### config.mk
export PLATFORM = sky130hd
export DESIGN_NAME = msg_unit_load_sequencer
export DESIGN_NICKNAME = d
export VERILOG_FILES = /design/src/rtl/msg_unit_load_sequencer_pkg.sv /design/src/rtl/msg_unit_load_sequencer_unit_slot_pointer.sv /design/src/rtl/msg_unit_load_sequencer.sv
export SDC_FILE = /design/constraint.sdc
export NUM_CORES = 1
export LEC_CHECK = 0
export ABC_AREA = 1
export CORE_UTILIZATION = 32
export CTS_CLUSTER_DIAMETER = 150
export CTS_CLUSTER_SIZE = 12
export DETAILED_ROUTE_END_ITERATION = 12
export PLACE_DENSITY_LB_ADDON = 0.2
export SLEW_MARGIN = 30
export SYNTH_ARGS = -nofsm -noshare
export SYNTH_HDL_FRONTEND = slang
export SYNTH_SLANG_ARGS = --single-unit
### constraint.sdc
create_clock -name sys_clk -period 0.9 [get_ports sys_clk]
set_input_delay 0.27 -clock sys_clk [delete_from_list [all_inputs] [get_ports sys_clk]]
set_output_delay 0.27 -clock sys_clk [all_outputs]
set_load 0.05 [all_outputs]
### src/rtl/msg_unit_load_sequencer_pkg.sv
// Shared definitions for the message load sequencer: FSM state encoding,
// default frame geometry and the slot counter width helper.
package msg_unit_load_sequencer_pkg;

    localparam int DEFAULT_UNIT_NUM   = 3;
    localparam int DEFAULT_UNIT_WIDTH = 4;

    typedef enum logic [1:0] {
        ST_FILL  = 2'd0,
        ST_DRAIN = 2'd1,
        ST_FULL  = 2'd2
    } seq_state_e;

    // Width of a counter that must reach n-1; never narrower than one bit.
    function automatic int cnt_width(input int n);
        return (n > 1) ? $clog2(n) : 1;
    endfunction

endpackage

### src/rtl/msg_unit_load_sequencer_unit_slot_pointer.sv
// Modulo-UNIT_NUM slot counter with a one-hot decode of the current slot,
// used to steer each accepted message into the next combiner slot.
module msg_unit_load_sequencer_unit_slot_pointer
    import msg_unit_load_sequencer_pkg::*;
#(
    parameter int UNIT_NUM = DEFAULT_UNIT_NUM,
    parameter int CNT_W    = cnt_width(UNIT_NUM)
) (
    input  logic                sys_clk,
    input  logic                rst,
    input  logic                inc,
    input  logic                clr,
    output logic [CNT_W-1:0]    cnt,
    output logic [UNIT_NUM-1:0] onehot
);

    logic [CNT_W-1:0] cnt_q;
    logic [CNT_W-1:0] cnt_d;

    always_comb begin
        cnt_d = cnt_q;
        if (clr) begin
            cnt_d = '0;
        end else if (inc) begin
            cnt_d = (cnt_q == CNT_W'(UNIT_NUM - 1)) ? '0 : cnt_q + CNT_W'(1);
        end
    end

    always_ff @(posedge sys_clk) begin
        if (rst) begin
            cnt_q <= '0;
        end else begin
            cnt_q <= cnt_d;
        end
    end

    always_comb begin
        onehot = '0;
        for (int i = 0; i < UNIT_NUM; i++) begin
            onehot[i] = (cnt_q == CNT_W'(i));
        end
    end

    assign cnt = cnt_q;

endmodule

### src/rtl/msg_unit_load_sequencer.sv
// Feeds a data bus combiner one narrow message per slot, flags a complete
// frame and stalls the producer until the consumer acknowledges the bus.
module msg_unit_load_sequencer
    import msg_unit_load_sequencer_pkg::*;
#(
    parameter int  UNIT_NUM   = DEFAULT_UNIT_NUM,
    parameter int  UNIT_WIDTH = DEFAULT_UNIT_WIDTH,
    localparam int CNT_W      = cnt_width(UNIT_NUM)
) (
    input  logic                           sys_clk,
    input  logic                           rst,
    input  logic [UNIT_WIDTH-1:0]          msg_i,
    input  logic                           msg_valid_i,
    output logic                           msg_ready_o,
    input  logic                           flush_i,
    input  logic                           bus_ack_i,
    output logic [UNIT_NUM*UNIT_WIDTH-1:0] load_data_o,
    output logic [UNIT_NUM-1:0]            load_en_o,
    output logic                           bus_valid_o,
    output logic [CNT_W-1:0]               slot_cnt_o
);

    seq_state_e state_q;
    seq_state_e state_d;

    logic                           accept;
    logic [CNT_W-1:0]               slot_cnt;
    logic [UNIT_NUM-1:0]            slot_onehot;
    logic                           slot_last;

    logic [UNIT_NUM-1:0]            load_en_q;
    logic [UNIT_NUM-1:0]            load_en_d;
    logic [UNIT_NUM*UNIT_WIDTH-1:0] load_data_q;
    logic [UNIT_NUM*UNIT_WIDTH-1:0] load_data_d;
    logic                           bus_valid_q;
    logic                           bus_valid_d;

    msg_unit_load_sequencer_unit_slot_pointer #(
        .UNIT_NUM (UNIT_NUM),
        .CNT_W    (CNT_W)
    ) u_slot_pointer (
        .sys_clk (sys_clk),
        .rst     (rst),
        .inc     (accept),
        .clr     (flush_i),
        .cnt     (slot_cnt),
        .onehot  (slot_onehot)
    );

    assign slot_last = (slot_cnt == CNT_W'(UNIT_NUM - 1));

    always_ff @(posedge sys_clk) begin
        if (rst) begin
            state_q <= ST_FILL;
        end else begin
            state_q <= state_d;
        end
    end

    // DRAIN gives the combiner one cycle to latch the final slot before FULL.
    always_comb begin
        state_d = state_q;
        if (flush_i) begin
            state_d = ST_FILL;
        end else begin
            case (state_q)
                ST_FILL:  if (accept && slot_last) state_d = ST_DRAIN;
                ST_DRAIN: state_d = ST_FULL;
                ST_FULL:  if (bus_ack_i) state_d = ST_FILL;
                default:  state_d = ST_FILL;
            endcase
        end
    end

    always_comb begin
        msg_ready_o = (state_q == ST_FILL) && !flush_i && !rst;
        accept      = msg_valid_i && msg_ready_o;
    end

    always_comb begin
        load_en_d   = accept ? slot_onehot : '0;
        load_data_d = accept ? {UNIT_NUM{msg_i}} : load_data_q;
        bus_valid_d = (state_d == ST_FULL);
    end

    always_ff @(posedge sys_clk) begin
        if (rst) begin
            load_en_q   <= '0;
            load_data_q <= '0;
            bus_valid_q <= 1'b0;
        end else begin
            load_en_q   <= load_en_d;
            load_data_q <= load_data_d;
            bus_valid_q <= bus_valid_d;
        end
    end

    assign load_en_o   = load_en_q;
    assign load_data_o = load_data_q;
    assign bus_valid_o = bus_valid_q;
    assign slot_cnt_o  = slot_cnt;

endmodule

### Yosys cells after proc, flatten, opt, wreduce, memory -nomap -nowiden

Cells that the tools add are included.

| operators by class | value |
|---|---|
| equality and inequality tests | 5 |
| mux-type cells | 5 |
| reductions and logical operators | 10 |
| $add $sub $neg | 1 |
| bitwise gates (word level) | 1 |

Operators with widths:

| cell | number |
|---|---|
| 2-to-1 mux 2 bit | 4 |
| equality test 2 bit (second input constant) | 3 |
| one-hot mux 2 bit (3 select lines) | 1 |
| equality test 2 x 1 -> 1 bit (second input constant) | 2 |
| logical AND 1 bit | 4 |
| logical NOT 2 bit | 2 |
| OR reduction 2 bit | 2 |
| adder 2 x 1 -> 2 bit (second input constant) | 1 |
| logical NOT 1 bit | 2 |
| inverter 1 bit | 1 |

| word-level totals | value |
|---|---|
| register bits after elaboration | 20 |
| output and inout bits | 19 |
| bits of input ports | 9 |
| word-level logic and storage cells | 27 |

### Depth between registers and ports, before layout

| depth | value |
|---|---|
| depth in word-level cells | 9 |
| depth in mapped cells | 6 |

### By module

From an unflattened synthesis, not the netlist that was laid out.

| unflattened totals | value |
|---|---|
| cells, all modules | 80 |
| area total of the unflattened synthesis | 581.8 um2 |

Modules (own cells, without submodules):

| module | times used | cells an instance | sequential area each (um2) | area an instance (um2) |
|---|---|---|---|---|
| msg_unit_load_sequencer | 1 | 63 | 200.2 | 484.2 |
| msg_unit_load_sequencer_unit_slot_pointer | 1 | 17 | 40.0 | 97.6 |

### Least setup slack after synthesis

No wires, ideal clock.

| timing | value |
|---|---|
| kind | input port to output port |
| from | input port flush_i |
| to | output port msg_ready_o |
| stages | 3 |
| data arrival time | 1580 ps |
| path slack | -950 ps |
| path buffers | 0 |
| path through | nor2_2 inv_1 nor3_1 |

| between the ends | value |
|---|---|
| longest elaborated chain between the ends | 3 |

Ends and longest elaborated chain:

| what | line | source |
|---|---|---|
| start, declared | msg_unit_load_sequencer.sv:15 | `input logic flush_i,` |
| logical NOT 1 bit | msg_unit_load_sequencer.sv:76 | `msg_ready_o = (state_q == ST_FILL) && !flush_i && !rst;` |
| logical AND 1 bit (2 in a row) | msg_unit_load_sequencer.sv:76 |  |
| end, declared | msg_unit_load_sequencer.sv:14 | `output logic msg_ready_o,` |

Every way passes these cells.

### Worst setup path in the final report

| timing | value |
|---|---|
| from | register state_q[0] |
| to | output port msg_ready_o |

| between the ends | value |
|---|---|
| longest elaborated chain between the ends | 3 |

Ends and longest elaborated chain:

| what | line | source |
|---|---|---|
| start, declared | msg_unit_load_sequencer.sv:23 | `seq_state_e state_q;` |
| start signal, assigned | msg_unit_load_sequencer.sv:56 | `state_q <= state_d;` |
| logical NOT 2 bit | msg_unit_load_sequencer.sv:76 |  |
| logical AND 1 bit (2 in a row) | msg_unit_load_sequencer.sv:76 |  |

Every way passes these cells.

==> summary.txt <==
Yosys
  • Top cells by area, synth: dfxtp_1 48%, buf_4 12%, nor2_1 8.9%, nand2_1 8.2%, inv_1 6.7%
  • Most instantiated cells after synthesis: 12 x dfxtp_1, 12 x nor2_1, 11 x nand2_1
  • Yosys cell types: 13
  • Avg Cell Area, Syn: 7.88 µm²
  • Post-synth EDFFs: 0
  • Ys Warns: 0
  • Biggest area consumer among synthesized cells: dfxtp_1
  • Synthesized net count: 73
  • Synth top area share: 0.476
  • Gate Count Post-Synth: 64
  • Asr flop ratio synth: 0
  • Sequential fraction of the synthesis area: 0.476
  • Primary FF master, synth: dfxtp_1
  • FF+latch count, synth: 12
  • Post-Syn Area: 504 µm²

STA
  • Final Worst Setup Slack: -389 ps
  • Actual slew at the worst max-slew pin: 281 ps
  • Max-slew violation count: 0
  • Post-layout min period: 1290 ps
  • Period utilization: 1.43
  • F_max: 0.776 GHz
  • Slew headroom: 0.812
  • RSZ-0062 raised after global routing: yes
  • Final Setup Violations: 31
  • Setup_tns: -5600 ps
  • Hold Violations, Final: 0
  • Setup Skew: 4.97 ps

Route
  • Routed vias/inst: 4.63
  • Avg WL per Cell: 12.7 µm
  • First-pass detailed-route iteration total: 4
  • Starting DRT DRC Count: 3
  • Post-route DRC: 0
  • Antenna-violating nets left: 0
  • Vias: 528
  • Drt total wl: 1450 µm

Clocking
  • Root buf cell: clkbuf_4
  • Clk sinks: 12
  • CTS tree: done
  • CTS Hold Buffers Added: 0
  • H-tree depth: 1
  • Clock transition at path regs: 80 ps
  • Clock tree buffer depth: 2
  • Clock latency on the worst-skew pair: 270 ps
  • TritonCTS Buffers: 3

Cells and area
  • Finished Layout Cells: 114
  • N_diodes: 0
  • Fillers: 71
  • Design area: 0.00113 mm²
  • Synth-to-Final Area Change: 124%
  • Layout cells sized above 1: 0.626
  • Nets: 109

Die
  • Die width: 41.7 µm
  • Io pins: 28
  • Initial Utilization: 0.365
  • Num rows: 13
  • Die Ht: 41.7 µm
  • Core area: 0.00138 mm²
  • Die area: 0.00174 mm²

Global route
  • Pin count of the biggest net entering global routing: 8
  • Initial antenna violation count: 0
  • Met2 Resource Use GR: 0.288
  • Met3 usage: 0.0696
  • First-pass GRT wire length: 2280 µm
  • Total track usage: 0.177
  • Most Used Layer, Global Route: met2
  • Vias in the first global route: 515
  • Global route overflow: 0
  • Met1 GRT Util: 0.189

Setup path
  • CP Launch Type: flop
  • Critical-path top delay cell: dfxtp_4
  • CP top delay family: flip-flops
  • Reg2reg setup slack: -270 ps
  • Reg2reg start: state_q[0]
  • Arr. time, crit path: 1020 ps
  • Levels on crit path: 2
  • Critical R2R Capture: u_slot_pointer.cnt[0]
  • Register-to-Register Path Depth: 5
  • Critical-path cell list: nor3_4 -> buf_12
  • CP Class: reg2out
  • CP endpoint kind: output port
  • Slowest cell delay on critical path: 360 ps
  • WP buf/inv: 1
  • Critical Path RT: 630 ps
  • CP max FO: 3

Placement
  • DP Worst Slack: -688 ps
  • Post-DP Area: 973 µm²
  • Placed Cells: 100
  • Number of port buffers: 27
  • Dpl hpwl: 870 µm
  • Final Wtd Congestion: 0.646

Run
  • Max-cap viol count: 0

Power and ir drop
  • VDD IR max: 0.000618 V
  • Switching Fraction: 0.308
  • Internal power: 0.886 mW
  • Pwr/cell area: 1130 mW/mm²
  • Gate power share: 0.294
  • Clock share of power: 0.274
  • Static leakage: 0.485 nW
  • Net switching power: 0.395 mW
  • Sequential Power Share: 0.432

Hold path
  • Hold Crit Depth: 4
  • Worst hold endpoint: load_data_o[9]
  • Class of the worst hold path: in2reg
  • Hold_sp: rst

Run status
  • Status: complete, but fails checks
  • Failing checks: negative setup slack
==> area by class of cell <==
| class | count | area (µm²) | share of cell area |
|---|---|---|---|
| inverters | 9 | 33.8 | 0.0299 |
| well taps | 15 | 18.8 | 0.0166 |
| multi-input cells | 35 | 224 | 0.198 |
| flip-flops and latches | 12 | 275 | 0.244 |
| clock buffers | 4 | 26.3 | 0.0233 |
| repair buffers | 39 | 552 | 0.488 |
==> power by group through the flow <==
stage	combinational, mW	sequential [mW]	clock (mW)
global route	0.391	0.557	0.394
CTS	0.360	0.558	0.362
global placement	0.344	0.575	0
finish	0.376	0.554	0.351
detailed placement	0.349	0.577	0
floorplan	0.157	0.606	0
==> per-stage QoR <==
stage | utilization | total power [mW] | hold slack, ps
after floorplan | - | 0.762 | 404
after global placement | 0.704 | 0.920 | 497
after detailed placement | 0.704 | 0.925 | 500
after CTS | 0.783 | 1.28 | 427
after global routing | 0.817 | 1.34 | 350
final | 0.817 | 1.28 | 340
==> worst register-to-register path, cell delays in order (launching register included) <==
cell,delay (ps)
dfxtp_4,360
buf_4,140
nor2_4,170
buf_6,140
nand4_1,130
a21oi_2,170
==> registers in the layout (all words and copies together) (netlist names) <==
| name | flops |
|---|---|
| load_en_o | 3 |
| u_slot_pointer.cnt | 2 |
| load_data_o | 4 |
| bus_valid_o | 1 |
| state_q | 2 |
==> routing by layer <==
| layer | routed length (µm) | part of all wire |
|---|---|---|
| met5 | 0 | 0 |
| met4 | 34 | 0.023 |
| met3 | 89 | 0.061 |
| met2 | 764 | 0.53 |
| met1 | 560 | 0.39 |
==> how the worst max path moves through the flow <==
stage,from,endpoint
detailed placement,rst,msg_ready_o
finish,state_q[0],msg_ready_o
CTS,state_q[1],msg_ready_o
global placement,flush_i,msg_ready_o
global route,state_q[0],msg_ready_o
floorplan,flush_i,msg_ready_o
==> layout by cell type, fill, tap and decap left out, drive strengths merged <==
| cell type | n |
|---|---|
| inv | 9 |
| nor3 | 3 |
| buf | 32 |
| nand2 | 11 |
| nand4 | 2 |
| clkbuf | 5 |
| clkdlybuf4s50 | 6 |
| nand3 | 2 |
| o21a | 1 |
| a21oi | 2 |
| nor2 | 14 |
| dfxtp | 12 |
==> cell families (layout without fill, tap and decap cells) <==
family                 after synthesis  after routing  share of synthesized area
buffers and inverters               18             52                      0.208
AND/OR/NAND/NOR                     31             32                      0.280
flip-flops                          12             12                      0.476
AO/OA/AOI/OAI                        3              3                     0.0347
==> repair_timing <==
action	CTS	global route
gates resized for setup	15	12
endpoints found under the setup margin	31	31
gates cloned	1	0
pin swaps	5	8
buffers inserted	5	4
hold endpoints to repair	0	0
Power figures use the tool's default switching activity.
